$ cat src/rtl/prom_dl.sv
// Synchronous PROM with one registered read port and a byte-stream download engine.
// Bytes are packed little-endian into words; length is checked and a byte sum is kept.
module prom_dl #(
    parameter int unsigned AW = 8,
    parameter int unsigned DW = 4
) (
    input  logic          clk,
    input  logic          reset,
    input  logic          cs,
    input  logic [AW-1:0] addr,
    output logic [DW-1:0] dout,
    input  logic          dl_en,
    input  logic          dl_wr,
    input  logic [7:0]    dl_data,
    output logic          dl_done,
    output logic          dl_err,
    output logic [7:0]    dl_sum
);

    localparam int unsigned Depth   = 1 << AW;
    localparam int unsigned Bpw     = (DW <= 8) ? 1 : 2;
    localparam logic [AW:0] PtrFull = (AW + 1)'(Depth);
    localparam logic [AW:0] PtrLast = (AW + 1)'(Depth - 1);

    typedef enum logic {StIdle, StLoad} state_e;

    state_e        r_state;
    state_e        w_state_next;
    logic          r_en_prev;
    logic [AW:0]   r_ptr;
    logic          r_phase;
    logic [7:0]    r_low;
    logic          r_done;
    logic          r_err;
    logic [7:0]    r_sum;
    logic [DW-1:0] r_dout;
    logic [DW-1:0] r_mem [Depth];

    logic          w_start;
    logic          w_byte;
    logic          w_full;
    logic          w_we;
    logic [15:0]   w_word;
    logic          w_unused;

    always_comb begin
        w_state_next = r_state;
        w_start      = 1'b0;
        case (r_state)
            StIdle: begin
                if (dl_en && !r_en_prev) begin
                    w_state_next = StLoad;
                    w_start      = 1'b1;
                end
            end
            StLoad: begin
                if (!dl_en) begin
                    w_state_next = StIdle;
                end
            end
            default: w_state_next = StIdle;
        endcase
    end

    assign w_byte = (r_state == StLoad) && dl_en && dl_wr;
    assign w_full = (r_ptr == PtrFull);
    // A word is complete on every byte for narrow words, on the high byte for wide ones.
    assign w_we   = w_byte && !w_full && ((Bpw == 1) || r_phase);
    assign w_word = (Bpw == 1) ? {8'h00, dl_data} : {dl_data, r_low};
    assign w_unused = ^w_word;

    always_ff @(posedge clk or posedge reset) begin
        if (reset) begin
            r_state   <= StIdle;
            r_en_prev <= 1'b0;
            r_ptr     <= '0;
            r_phase   <= 1'b0;
            r_low     <= 8'h00;
            r_done    <= 1'b0;
            r_err     <= 1'b0;
            r_sum     <= 8'h00;
        end else begin
            r_state   <= w_state_next;
            r_en_prev <= dl_en;
            if (w_start) begin
                r_ptr   <= '0;
                r_phase <= 1'b0;
                r_done  <= 1'b0;
                r_err   <= 1'b0;
                r_sum   <= 8'h00;
            end else if (r_state == StLoad) begin
                if (!dl_en) begin
                    // Window closed: short file is an error, a dangling low byte is dropped.
                    if (!w_full) begin
                        r_err <= 1'b1;
                    end
                    r_phase <= 1'b0;
                end else if (dl_wr) begin
                    r_sum <= r_sum + dl_data;
                    if (w_full) begin
                        r_err  <= 1'b1;
                        r_done <= 1'b0;
                    end else if (w_we) begin
                        r_ptr   <= r_ptr + 1'b1;
                        r_phase <= 1'b0;
                        if (r_ptr == PtrLast) begin
                            r_done <= 1'b1;
                        end
                    end else begin
                        r_low   <= dl_data;
                        r_phase <= 1'b1;
                    end
                end
            end
        end
    end

    always_ff @(posedge clk) begin
        if (w_we) begin
            r_mem[r_ptr[AW-1:0]] <= w_word[DW-1:0];
        end
    end

    always_ff @(posedge clk or posedge reset) begin
        if (reset) begin
            r_dout <= '0;
        end else if (dl_en) begin
            r_dout <= '0;
        end else if (cs) begin
            r_dout <= r_mem[addr];
        end
    end

    assign dout    = r_dout;
    assign dl_done = r_done;
    assign dl_err  = r_err;
    assign dl_sum  = r_sum;

endmodule
$ cat config.mk
export PLATFORM = sky130hd
export DESIGN_NAME = prom_dl
export DESIGN_NICKNAME = d
export VERILOG_FILES = /design/src/rtl/prom_dl.sv
export SDC_FILE = /design/constraint.sdc
export NUM_CORES = 1
export LEC_CHECK = 0
export ABC_CLOCK_PERIOD_IN_PS = 6000
export BUFFER_PORTS_ARGS = -buffer_cell sky130_fd_sc_hd__buf_2
export CAP_MARGIN = 20
export CORE_MARGIN = 4
export CORE_UTILIZATION = 40
export DETAILED_ROUTE_END_ITERATION = 6
export PLACE_DENSITY_LB_ADDON = 0.15
export SLEW_MARGIN = 10
export SYNTH_ARGS = -nofsm -noshare
export SYNTH_HDL_FRONTEND = slang
export SYNTH_SLANG_ARGS = --single-unit
$ cat constraint.sdc
create_clock -name clk -period 6 [get_ports clk]
set_input_delay 0.3 -clock clk [delete_from_list [all_inputs] [get_ports clk]]
set_output_delay 0.3 -clock clk [all_outputs]
set_load 0.01 [all_outputs]
==> out/qor.csv <==
stage,metric,value,unit
run_status,status,"finished, final reports clean",
clocking,cts_root_buffer,clkbuf_16,
sta,tightest_slew,1250,ps
setup_path,cp.arrival,4310,ps
clocking,h-tree-depth,3,
drt,drt_wl_total,109000,µm
final_layout,seq_area,31400,µm²
sta,timing.fmax,250,MHz
placed_design,hpwlAfterDp,67300,µm
grt,grt_max_degree,189,
sta,fin_crit,4000,ps
pwr,ir_worst_vdd,0.000221,V
die,coreArea,104000,µm²
drt,routedWlPerCell,29.7,µm
pwr,p_leak,0.0146,µW
logic_synthesis,ys_seq_area_share,74.9,%
placed_design,port_buffers,34,
pwr,p_total,15400,µW
clocking,cts-buffers-inserted,109,
sta,slew_headroom,16.6,%
clocking,post_cts_buffers,0,
setup_path,end_kind,flip-flop,
clocking,cts_tree,yes,
logic_synthesis,avgSynthCellArea,19.6,µm²
grt,overflow,0,
sta,finalHoldViolations,0,
final_layout,drive_above_1_share,22.0,%
drt,drtIter0Drc,2226,
sta,worst_hold_slack,47.5,ps
setup_path,max_stage_delay,800,ps
die,die_h,332,µm
final_layout,final_cell_mix,"1,024 x edfxtp_1, 284 x nor2_1, 241 x mux4_2, 110 x clkbuf_16, 78 x mux2i_1",
sta,clock_skew,38.0,ps
die,num_rows,118,
logic_synthesis,syn_inst,2143,
final_layout,final_cell_area,47100,µm²
clocking,clk_latency,700,ps
sta,setup_viol,0,
sta,rsz0062_at_grt,no,
placed_design,place_congestion,0.804,
sta,drv_slew,0,
final_layout,final_cells,3675,
setup_path,required,6310,ps
die,ios,35,
die,die_w,332,µm
logic_synthesis,async_flop_share,2.38,%
grt,grt_pass1_wl,157000,µm
logic_synthesis,synth.mux.area_fraction,15.8,%
logic_synthesis,synth.top_cell.area_share,73.4,%
drt,drtPass1Iterations,5,
final_layout,fin_nets,2237,
final_layout,fillers,8740,
logic_synthesis,synth_area,41900,µm²
clocking,cts_sinks,1049,
setup_path,slowest_stage,and2_1,
final_layout,multi_input_area,9780,µm²
logic_synthesis,ys_top_cells_by_area,"edfxtp_1 73%, mux4_2 13%, nor2_1 2.6%",
logic_synthesis,yosysWarnings,0,
die,die_area,110000,µm²
run,drv_cap,0,
placed_design,dp.cells,3465,
sta,period_share,66.7,%
pwr,power_density,327,nW/µm²
setup_path,crit_chain,inv_1 -> ha_1 -> nand4_1 -> and2_1 -> nand3_1 -> buf_4 -> nor2_1,
logic_synthesis,synth-simple-area-share,4.70,%
grt,grtUsageTotal,19.7,%
setup_path,critPathLaunchType,flip-flop,
setup_path,crit_fanout,16,
logic_synthesis,synth_fa_ha_area_share,0.406,%
setup_path,cp_num_buf_inv,2,
logic_synthesis,ys_ff_latch,1049,
setup_path,cpLargestDelayFamily,simple AND/OR/NAND/NOR gates,
logic_synthesis,synth_nets,2177,
logic_synthesis,yosys.cell_types.count,56,
drt,ant_nets,0,
logic_synthesis,synthXorXnorAreaFrac,0.209,%
sta,tns,0,ps
placed_design,place_area,43500,µm²
logic_synthesis,synth_top_family_by_area,multiplexers,
grt,grt_pass1_vias,21500,
logic_synthesis,synth_compound_area_share,2.13,%
final_layout,area_growth,12.3,%
die,initial_utilization,40.4,%
drt,vias,20900,
logic_synthesis,synth_edf_count,1024,
grt,antenna_found_initial,4,
worst_hold_path,hp-class,in2reg,
clocking,path_clk_slew,70,ps
drt,drc,0,
final_layout,final_common_cell,edfxtp_1,
logic_synthesis,yosys.area.top_type,edfxtp_1,
clocking,cts_max_path_buffers,3,
setup_path,crit_type,reg2reg,
drt,via_per_inst,5.69,
logic_synthesis,synth_flop_cell,edfxtp_1,
layer usage:
| layer | global-route usage [%] | share of wire (%) | vias up |
|---|---|---|---|
| met5 | 0 | 0 | - |
| met4 | 7.06 | 3.5 | 0 |
| met3 | 3.75 | 7.4 | 189 |
| met2 | 31.7 | 48 | 791 |
| met1 | 27.0 | 41 | 11100 |
| li1 | - | - | 8831 |
report_power, final:
group | switching (µW) | internal, µW | leakage, µW
clock network | 2800 | 3680 | 0.00166
logic | 531 | 292 | 0.00341
registers | 21.9 | 8060 | 0.00953
total | 3350 | 12000 | 0.0146
tightest hold or removal path, cell delays in order:
cell and delay, ps:
buf_2 100, nor2_1 120, nand2_1 90, nand4_1 80
stage by stage:
step / worst slack (ps) / utilization [%]
after floorplan: 3570 / -
final: 2000 / 45.3
after CTS: 1980 / 45.3
after global placement: 1970 / 41.9
after global routing: 1890 / 45.3
after detailed placement: 1910 / 41.9
sequential cells by signal (all words and copies together) (netlist names):
register   cells
dout           4
dl_done        1
dl_err         1
r_state        1
r_en_prev      1
r_ptr          9
dl_sum         8
r_mem       1024
synthesized netlist by cell type, types with 2 or more instances:
master,instances
edfxtp_1,1024
nor2_1,285
mux4_2,241
mux2i_1,78
clkbuf_1,74
nand2_1,62
nand3_1,41
buf_4,26
dfrtp_1,25
a22oi_1,24
o22ai_1,22
buf_2,15
nand4_1,15
a21oi_1,13
a22o_1,13
o21ai_0,13
ha_1,12
nor2b_1,12
buf_6,11
mux2_2,11
mux4_1,11
inv_1,10
nor3_1,10
a2111oi_0,6
a221oi_1,6
o221ai_1,6
xnor2_1,6
a31oi_1,5
buf_1,5
nand2b_1,5
o211ai_1,5
or2_2,5
a211oi_1,4
nand3b_1,4
nor4_1,4
or3_1,4
xor2_1,4
and2_1,3
buf_12,3
nor4b_1,3
o21bai_1,2
layout make-up:
type | count | share of cell area, %
Multi-Input combinational cell | 950 | 20.8
Sequential cell | 1049 | 66.7
Inverter | 10 | 0.0798
Clock buffer | 131 | 6.04
Timing Repair Buffer | 83 | 1.50
Tap cell | 1380 | 3.67
Antenna cell | 2 | 0.0106
Clock inverter | 70 | 1.24
cells by family after synthesis:
group | after synthesis
xor gates and xnor gates | 10
buffers and inverters | 144
adders and majority gates | 13
AOI/OAI and AO/OA | 126
DFF | 1049
muxes | 341
and+or+nand+nor | 460
path summary, 6_finish.rpt:
check	from	to	slack [ps]	cells past startpoint
hold / removal	cs	dout[2]	50	4
setup reg to reg	r_ptr[0]	r_mem[103][2]	2000	7
setup / recovery	r_ptr[0]	r_mem[103][2]	2000	7
hold reg to reg	dl_sum[7]	dl_sum[7]	480	1
min in group asynchronous	reset	dl_sum[2]	200	3
max in group asynchronous	reset	r_ptr[6]	5300	4
what timing repair did:
| item | CTS | global route |
|---|---|---|
| hold endpoints to repair | 76 | 0 |
| gates resized for setup | 0 | 0 |
| hold buffers | 6 | 0 |
No activity file was read; power rests on OpenSTA's default activity.
